$ cat src/rtl/comms_bus_arbiter.sv
// comms_bus_arbiter
//   Two-requester round-robin arbiter in front of a single core access port.
//   The command path (a_*) and the stream path (b_*) each hold a request until
//   their done pulse. The winner's command is latched and presented to the
//   core for as long as it takes the core to acknowledge.
//
// Ports
//   clk, rst_n                    clock, asynchronous active-low reset
//   a_req/a_we/a_addr/a_wdata     command-path request (held until a_done)
//   a_done/a_rdata                command-path completion pulse, read data
//   b_req/b_we/b_addr/b_wdata     stream-path request (held until b_done)
//   b_done/b_rdata                stream-path completion pulse, read data
//   core_en/core_we               core access strobe and write-enable
//   core_addr/core_wdata          core address and write data
//   core_ready/core_rdata         core acknowledge, read data in the same cycle
//   timeout_err                   sticky abort flag
//   timeout_clr                   clears timeout_err
//
// Configuration
//   COMMS_ARB_TIMEOUT_EN  when defined, an ACCESS that sees no core_ready for
//                         TIMEOUT_CYCLES cycles is aborted (reads return 0)
//                         and timeout_err is set. When undefined, ACCESS waits
//                         indefinitely, timeout_err is tied 0 and timeout_clr
//                         is ignored.
//
// state  | meaning
// IDLE   | waiting for a request; latches the winner's command
// ACCESS | core_en driven with the latched command until ready (or abort)
// DONE   | winner's done pulse visible; last_grant updated

module comms_bus_arbiter #(
  parameter int ADDRESS_WIDTH  = 24,
  parameter int VALUE_WIDTH    = 32,
  parameter int TIMEOUT_CYCLES = 15
) (
  input  logic                     clk,
  input  logic                     rst_n,

  input  logic                     a_req,
  input  logic                     a_we,
  input  logic [ADDRESS_WIDTH-1:0] a_addr,
  input  logic [VALUE_WIDTH-1:0]   a_wdata,
  output logic                     a_done,
  output logic [VALUE_WIDTH-1:0]   a_rdata,

  input  logic                     b_req,
  input  logic                     b_we,
  input  logic [ADDRESS_WIDTH-1:0] b_addr,
  input  logic [VALUE_WIDTH-1:0]   b_wdata,
  output logic                     b_done,
  output logic [VALUE_WIDTH-1:0]   b_rdata,

  output logic                     core_en,
  output logic                     core_we,
  output logic [ADDRESS_WIDTH-1:0] core_addr,
  output logic [VALUE_WIDTH-1:0]   core_wdata,
  input  logic                     core_ready,
  input  logic [VALUE_WIDTH-1:0]   core_rdata,

  output logic                     timeout_err,
  input  logic                     timeout_clr
);

  typedef enum logic [1:0] {
    IDLE   = 2'd0,
    ACCESS = 2'd1,
    DONE   = 2'd2
  } state_t;

  localparam logic GRANT_A = 1'b0;
  localparam logic GRANT_B = 1'b1;

  state_t state;
  logic   last_grant;
  logic   cur_grant;
  // Set for the single IDLE cycle that follows DONE. The path just served is
  // still holding req in that cycle (it only drops after seeing done), so its
  // request is masked there to avoid granting a stale request twice.
  logic   post_done;

  logic                   a_cand;
  logic                   b_cand;
  logic                   pick_b;
  logic                   finish;
  logic [VALUE_WIDTH-1:0] finish_data;

`ifdef COMMS_ARB_TIMEOUT_EN
  localparam logic [7:0] WAIT_LAST = 8'(TIMEOUT_CYCLES - 1);
  logic [7:0] wait_cnt;
  logic       timeout_hit;

  // wait_cnt counts completed ACCESS cycles without ready; the cycle in which
  // it would reach TIMEOUT_CYCLES is the abort cycle.
  assign timeout_hit = !core_ready && (wait_cnt == WAIT_LAST);
`else
  logic unused_timeout_clr;

  assign unused_timeout_clr = timeout_clr;
  assign timeout_err        = 1'b0;
`endif

  always_comb begin
    a_cand = a_req && !(post_done && (last_grant == GRANT_A));
    b_cand = b_req && !(post_done && (last_grant == GRANT_B));
    // Single candidate always wins; on a tie take the path not granted last.
    pick_b = b_cand && (!a_cand || (last_grant == GRANT_A));
`ifdef COMMS_ARB_TIMEOUT_EN
    finish = core_ready || timeout_hit;
`else
    finish = core_ready;
`endif
    // An aborted read returns zero rather than whatever is on core_rdata.
    finish_data = core_ready ? core_rdata : '0;
  end

  always_ff @(posedge clk or negedge rst_n) begin
    if (!rst_n) begin
      state      <= IDLE;
      last_grant <= GRANT_B;
      cur_grant  <= GRANT_A;
      post_done  <= 1'b0;
      a_done     <= 1'b0;
      b_done     <= 1'b0;
      a_rdata    <= '0;
      b_rdata    <= '0;
      core_en    <= 1'b0;
      core_we    <= 1'b0;
      core_addr  <= '0;
      core_wdata <= '0;
`ifdef COMMS_ARB_TIMEOUT_EN
      wait_cnt    <= '0;
      timeout_err <= 1'b0;
`endif
    end else begin
      a_done <= 1'b0;
      b_done <= 1'b0;
`ifdef COMMS_ARB_TIMEOUT_EN
      // A set later in this block overrides the clear (set wins).
      if (timeout_clr) begin
        timeout_err <= 1'b0;
      end
`endif
      case (state)
        IDLE: begin
          post_done <= 1'b0;
          if (a_cand || b_cand) begin
            cur_grant  <= pick_b;
            core_en    <= 1'b1;
            core_we    <= pick_b ? b_we    : a_we;
            core_addr  <= pick_b ? b_addr  : a_addr;
            core_wdata <= pick_b ? b_wdata : a_wdata;
`ifdef COMMS_ARB_TIMEOUT_EN
            wait_cnt   <= '0;
`endif
            state      <= ACCESS;
          end
        end

        ACCESS: begin
          if (finish) begin
            core_en    <= 1'b0;
            core_we    <= 1'b0;
            core_addr  <= '0;
            core_wdata <= '0;
            if (!core_we) begin
              if (cur_grant == GRANT_B) begin
                b_rdata <= finish_data;
              end else begin
                a_rdata <= finish_data;
              end
            end
            if (cur_grant == GRANT_B) begin
              b_done <= 1'b1;
            end else begin
              a_done <= 1'b1;
            end
`ifdef COMMS_ARB_TIMEOUT_EN
            if (!core_ready) begin
              timeout_err <= 1'b1;
            end
`endif
            state <= DONE;
          end
`ifdef COMMS_ARB_TIMEOUT_EN
          else begin
            wait_cnt <= wait_cnt + 8'd1;
          end
`endif
        end

        DONE: begin
          last_grant <= cur_grant;
          post_done  <= 1'b1;
          state      <= IDLE;
        end

        default: begin
          state <= IDLE;
        end
      endcase
    end
  end

endmodule

$ cat config.mk
export PLATFORM = sky130hd
export DESIGN_NAME = comms_bus_arbiter
export DESIGN_NICKNAME = d
export VERILOG_FILES = /design/src/rtl/comms_bus_arbiter.sv
export SDC_FILE = /design/constraint.sdc
export NUM_CORES = 1
export LEC_CHECK = 0
export CAP_MARGIN = 20
export CORE_MARGIN = 2
export CORE_UTILIZATION = 42
export DETAILED_ROUTE_END_ITERATION = 8
export GPL_TIMING_DRIVEN = 0
export HOLD_SLACK_MARGIN = 0.06
export PLACE_DENSITY = 0.81
export SYNTH_ARGS = -nofsm -noshare
export SYNTH_HDL_FRONTEND = slang
export SYNTH_SLANG_ARGS = --single-unit
$ cat constraint.sdc
create_clock -name clk -period 1.7 [get_ports clk]
set_input_delay 0.34 -clock clk [delete_from_list [all_inputs] [get_ports clk]]
set_output_delay 0.34 -clock clk [all_outputs]
set_load 0.01 [all_outputs]
==> reports/qor.txt, run 1 <==
Worst Max-Slew Pin Slew - 531 ps
Initial antenna violation count - 0
Share of layout cells above drive strength 1 - 13.5%
CP max FO - 10
# IOs - 277
Pwr Density - 1740 nW/um2
Vias/cell - 5.27
Overall Global Routing Usage - 23.5%
Static leakage - 4.58 nW
Worst vdd ir - 0.799 mV
Die width - 123 um
Switching pwr - 5.62 mW
PnR worst setup slack - -75.2 ps
Clock slew at reported path FFs - 60 ps
Clk Latency, worst-skew pair - 410 ps
Post-route cell area - 9870 um2
Clock network fraction of design power - 24.2%
Max Clock Skew - 8.02 ps
Row count - 43
Synth Register Bits - 129
Pre-Repair DR Iteration Count - 4
Via count - 5150
CTS H-tree depth - 4
Post-Syn Instances - 488
Post-synth top area share - 53.6%
Initial Util - 43.0%
Area growth from synthesis to layout - 65.3%
Core ar. - 13900 um2
Filler Cells Inserted - 928
Dpl hpwl - 13400 um
CP Class - reg -> reg
Post-synth EDFFs - 0
Routed wire length - 18200 um
Final worst-path cycle share - 104%
Inst Count DP - 943
Largest net degree at the start of global routing - 77
Power Internal - 11.6 mW
Switching share of total power - 32.6%
Min-Delay Path Class - in -> async
Type of origin of the critical path - flop
First-pass GRT wire length - 27300 um
DR WL/cell - 18.6 um
Achievable Freq - 563 MHz
Syn. warnings - 0
Post-synth ARST share - 100%
Sequential power share - 31.5%
Area contributors post-synth - dfrtp_1 (54%), mux2i_1 (9.9%), a32oi_1 (8.4%)
Port Buf Inserts - 274
Outcome - finished, violations left
CTS buffer count - 17
Most common cell after layout, fill and taps aside - clkdlybuf4s50_1
Slew headroom - 64.6%
Die area - 15200 um2
Post-layout nets - 937
Clock tree sinks - 129
DR DRC count - 0
Final Util - 71.1%
Non-Filler Instances - 978
Root Buffer - clkbuf_16
Final Hold Viols - 0
Combinational power share - 44.3%
Unrepaired setup endpoints after global routing - yes
Ys flop type - dfrtp_1
Die H - 123 um
Sequential area share after synthesis - 54.1%
Failing checks - negative setup slack
CP startpoint - last_grant
Min Tclk post-route - 1780 ps
Count of pins over their slew limit - 0
Req. time, crit path - 2020 ps
CTS tree - yes
Most frequent cells in the layout - clkdlybuf4s50_1 (228), dfrtp_1 (126), nand2_1 (58), mux2i_1 (58), and2_1 (57)
Vias in the first global route - 5370
Antenna Nets Post-Route - 0
RR Startpoint - last_grant
Dpl cell area - 8970 um2
Grt total ovfl - 0
CP Capture Type - flop
Synth cell types - 27
Yosys top cell by area - dfrtp_1
Syn_area_per_cell - 12.2 um2
Max Cap Viol - 0
Arrival time worst endpoint - 2100 ps
Clk buf depth - 2
Drt initial violations - 301
Synth Cell Area - 5970 um2
DP Worst Slack - -712 ps
Antenna Diode Count - 0
Syn_nets - 640
Final GP Congestion - 0.846
Setup violations, final - 55
==> final timing paths <==
kind,cells after the start,to,slack [ps]
setup / recovery,5,core_wdata[30],-80
hold / removal,2,core_addr[5],430
setup reg to reg,5,core_wdata[30],-80
hold reg to reg,1,a_rdata[4],490
max in group asynchronous,3,b_rdata[10],510
min in group clk,1,a_rdata[4],490
==> layer usage <==
metal | global-route usage, % | wire [um] | up-vias | part of all wire [%]
met5 | 0 | 0 | - | 0
met2 | 39.9 | 9220 | 250 | 51
met1 | 27.7 | 7080 | 2521 | 39
met3 | 8.03 | 1650 | 20 | 9.1
met4 | 8.52 | 270 | 0 | 1.5
li1 | - | - | 2359 | -
==> metrics by stage <==
step	total power [mW]	hold slack (ps)	TNS, ps
6_report	17.2	435	-1470
5_1_grt	18.2	475	-5500
4_1_cts	17.4	445	-1590
3_5_place_dp	13.0	330	-72130
3_3_place_gp	12.7	462	-659800
2_1_floorplan	8.84	44.4	0
==> cells in the mapped netlist, types with 2 or more instances <==
master      n
nand2_1    58
nor2_1      3
buf_6       3
dfrtp_1   128
mux2_1     32
clkbuf_1   26
a32oi_1    57
mux2i_1    59
and2_1     57
buf_1       2
mux2_2     33
inv_1       2
buf_4       7
a21o_1      2
buf_2       7
==> cell families after synthesis <==
family | Yosys count | share of synthesized area [%]
and+or+nand+nor | 126 | 11.0
AOI/OAI and AO/OA | 61 | 8.84
DFF | 129 | 54.1
muxes | 124 | 22.1
buffers and inverters | 47 | 3.92
other | 1 | 0.0628
==> area by class of cell <==
type                    instances  area [um2]  area share [%]
plain buffers                  45         292            2.95
clock inverters                14         250            2.53
well taps                     180         225            2.28
clock buffers                  18         429            4.35
inverters                       2        7.51          0.0760
multi-input cells             312        2560            26.0
repair buffers                278        2880            29.1
flip-flops and latches        129        3230            32.7
==> registers in the layout, indices dropped and copies added (netlist names) <==
register    count
state           2
a_done          1
b_rdata        32
core_addr      24
post_done       1
core_en         1
b_done          1
a_rdata        32
core_we         1
last_grant      1
core_wdata     32
cur_grant       1
==> timing repair <==
action,in CTS,in global routing
hold buffers,1,0
endpoints found under the setup margin,128,126
hold endpoints to repair,52,0
buffers inserted,2,0
pin swaps,1,0
resized for setup,37,49
==> critical path, cell delays in order (launching register included) <==
cell and delay, ps:
dfstp_2 560, mux2i_1 90, a2111oi_2 350, buf_4 260, buf_6 200, mux2i_1 230
==> power by group through the flow <==
stage               combinational (mW)  sequential, mW  clock (mW)
global placement                  7.40            5.33           0
finish                            7.64            5.42        4.16
global route                      8.19            5.57        4.40
floorplan                         2.88            5.96           0
CTS                               7.71            5.42        4.24
detailed placement                7.57            5.43           0
Note: power is estimated with default switching activity, not from simulation.
==> run 2: changes to the inputs <==
ABC_AREA = 1   (was not set)
CORE_ASPECT_RATIO = 0.5   (was not set)
REMOVE_ABC_BUFFERS = 1   (was not set)
==> reports/qor.txt, run 2 <==
CP startpoint - core_ready
Min-Delay Path Class - in -> async
First-pass GRT wire length - 27800 um (+1.9%)
Synth cell types - 19 (-30%)
Port Buf Inserts - 274 (unchanged)
# IOs - 277 (unchanged)
Antenna Diode Count - 0 (unchanged)
Count of pins over their slew limit - 0 (unchanged)
Multi-input logic area - 2060 um2 (-20%)
Final worst-path cycle share - 104% (-0.50 points)
Outcome - finished, violations left
Power Internal - 10.6 mW (-8.7%)
Met3 WL - 973 um (-41%)
Post-synth EDFFs - 0 (unchanged)
Dpl hpwl - 11900 um (-11%)
Row count - 30 (-30%)
Wire length on met2 - 9150 um (-0.78%)
FF-to-FF setup slack - -30 ps (+50 ps)
Die area - 15500 um2 (+1.9%)
Req. time, crit path - 2000 ps (-20 ps)
Type of origin of the critical path - input port
Area growth from synthesis to layout - 59.4%
Via count - 5814 (+13%)
Post-layout nets - 1181 (+26%)
Yosys top cell by area - dfrtp_1
Root Buffer - clkbuf_16
Max Cap Viol - 0 (unchanged)
Syn. warnings - 0 (unchanged)
CP max FO - 64 (+54)
Dpl cell area - 8880 um2 (-1.0%)
Max Clock Skew - 7.37 ps (-0.644 ps)
CTS H-tree depth - 4 (unchanged)
Worst vdd ir - 0.889 mV (+11%)
Final GP Congestion - 0.816 (-3.6%)
Clk buf depth - 2 (unchanged)
Drt initial violations - 312 (+3.7%)
Most frequent cells in the layout - clkdlybuf4s50_1 (256), nand2_1 (244), inv_1 (149), dfrtp_1 (128), nand3_1 (104)
Destination of the critical timing path - a_rdata[27]
Post-synth ARST share - 100% (unchanged)
Min Tclk post-route - 1770 ps (-8.50 ps)
Clock tree sinks - 129 (unchanged)
RR Endpoint - a_rdata[27]
Static leakage - 5.11 nW (+12%)
CP Capture Type - flop
WHS - 381 ps (-53.7 ps)
Vias/cell - 4.72 (-10%)
Vias in the first global route - 5646 (+5.1%)
CTS buffer count - 17 (unchanged)
Final Hold Viols - 0 (unchanged)
Clk Latency, worst-skew pair - 410 ps (about the same)
Pre-Repair DR Iteration Count - 4 (unchanged)
Arrival time worst endpoint - 2060 ps (-40 ps)
DR WL/cell - 14.6 um (-22%)
Filler Cells Inserted - 1059 (+14%)
Sequential power share - 31.9% (+0.4 points)
Synth cell count leaders - nand2_1 (249), inv_1 (149), dfrtp_1 (128)
Register area - 3230 um2 (about the same)
Reg2reg path depth - 3 (-2)
Combinational power share - 44.6% (+0.3 points)
Core ar. - 13800 um2 (-0.49%)
Initial Util - 43.9% (+0.91 points)
WL met1 - 7460 um (+5.3%)
Pwr Density - 1710 nW/um2 (-2.2%)
Slew headroom - 55.1% (-9.5 points)
Syn_area_per_cell - 7.92 um2 (-35%)
Most common cell after layout, fill and taps aside - clkdlybuf4s50_1
Clock network fraction of design power - 23.5% (-0.7 points)
Post-route cell area - 9670 um2 (-2.0%)
CTS tree - yes
Failing checks - negative setup slack
Synth Register Bits - 129 (unchanged)
Overall Global Routing Usage - 22.7% (-0.82 points)
Sequential area share after synthesis - 53.2% (-0.86 points)
Setup violations, final - 20 (-64%)
CP Class - in -> reg
Share of layout cells above drive strength 1 - 6.92% (-6.6 points)
Largest registers - a_rdata (32), b_rdata (32), core_wdata (32)
Post-synth top area share - 52.8% (-0.85 points)
Achievable Freq - 566 MHz (+0.48%)
Die H - 89.0 um (-28%)
Switching share of total power - 35.9% (+3.2 points)
DR DRC count - 0 (unchanged)
Grt total ovfl - 0 (unchanged)
Area contributors post-synth - dfrtp_1 (53%), nand2_1 (15%), inv_1 (9.2%)
Worst Max-Slew Pin Slew - 674 ps (+143 ps)
Switching pwr - 5.92 mW (+5.3%)
PnR worst setup slack - -66.7 ps (+8.50 ps)
Unrepaired setup endpoints after global routing - yes
Routed wire length - 18000 um (-1.2%)
Antenna Nets Post-Route - 0 (unchanged)
Most numerous cell in the Yosys netlist - nand2_1
Top Metal Used - met4
Synth Cell Area - 6070 um2 (+1.6%)
Post-Syn Instances - 767 (+57%)
Largest net degree at the start of global routing - 101 (+31%)
Ys flop type - dfrtp_1
Die width - 174 um (+41%)
RR Startpoint - core_we
Initial antenna violation count - 0 (unchanged)
Clock slew at reported path FFs - 60 ps (about the same)
run 2: cells by family after synthesis:
kind of cell	after synthesis	share of synthesized area, %
simple gates	372	27.0
buf+inv	197	14.1
flops	129	53.2
compound gates	68	5.67
other cells	1	0.0618
run 2: what timing repair did:
item | CTS | global route
buffers inserted | 2 | 2
hold buffers | 1 | 0
hold endpoints to repair | 29 | 0
gates resized for setup | 14 | 27
pin swaps | 3 | 2
cloned | 2 | 1
endpoints found under the setup margin | 75 | 138
run 2: critical path, cell delays in order:
cell and delay [ps]:
clkdlybuf4s50_1 490, inv_2 60, nor2_2 190, nand3_4 510
o21ai_0 410
run 2: layer usage:
metal	vias to the layer above	track usage [%]
met3	29	4.72
met4	0	9.24
met1	2753	27.5
li1	2844	-
met2	188	40.9
met5	-	0
run 2: how the worst min path moves through the flow:
| stage | end | slack [ps] | cells past startpoint |
|---|---|---|---|
| 2_1_floorplan | a_done | 40 | 0 |
| 5_1_grt | b_rdata[22] | 410 | 2 |
| 6_report | a_rdata[3] | 380 | 2 |
| 4_1_cts | a_rdata[10] | 370 | 2 |
| 3_5_place_dp | a_rdata[10] | 230 | 1 |
| 3_3_place_gp | core_en | 460 | 2 |
run 2: area by class of cell:
cell class                      instances  share of cell area, %
Clock buffer                           17                   4.40
Clock inverter                         14                   2.10
Inverter                              154                   6.17
Multi-Input combinational cell        444                   21.3
Sequential cell                       129                   33.4
Tap cell                              192                   2.48
Timing Repair Buffer                  283                   30.2
run 2: power groups by stage:
| stage | clock, mW | combinational, mW | sequential, mW |
|---|---|---|---|
| after floorplan | 0 | 2.42 | 5.87 |
| after global placement | 0 | 6.87 | 5.24 |
| after detailed placement | 0 | 7.14 | 5.28 |
| after CTS | 3.94 | 7.33 | 5.26 |
| after global routing | 4.09 | 7.99 | 5.45 |
| final | 3.88 | 7.36 | 5.27 |
run 2: stage by stage:
step                cells  setup TNS [ps]  util (%)  power [mW]  setup slack (ps)
CTS                  1230            -449      69.4        16.5             -65.2
floorplan             724          -36820         -        8.29              -644
global placement     1190         -723700      63.6        12.1             -4660
global route         1233           -8460      70.0        17.5              -203
detailed placement   1194          -84770      64.3        12.4             -1070
finish               1233            -425      70.0        16.5             -66.7
==> run 3: changes to the inputs <==
CTS_CLUSTER_DIAMETER = 40   (was not set)
==> results of run 3 <==
Final layout, timing and power as in run 2 (identical DEF).
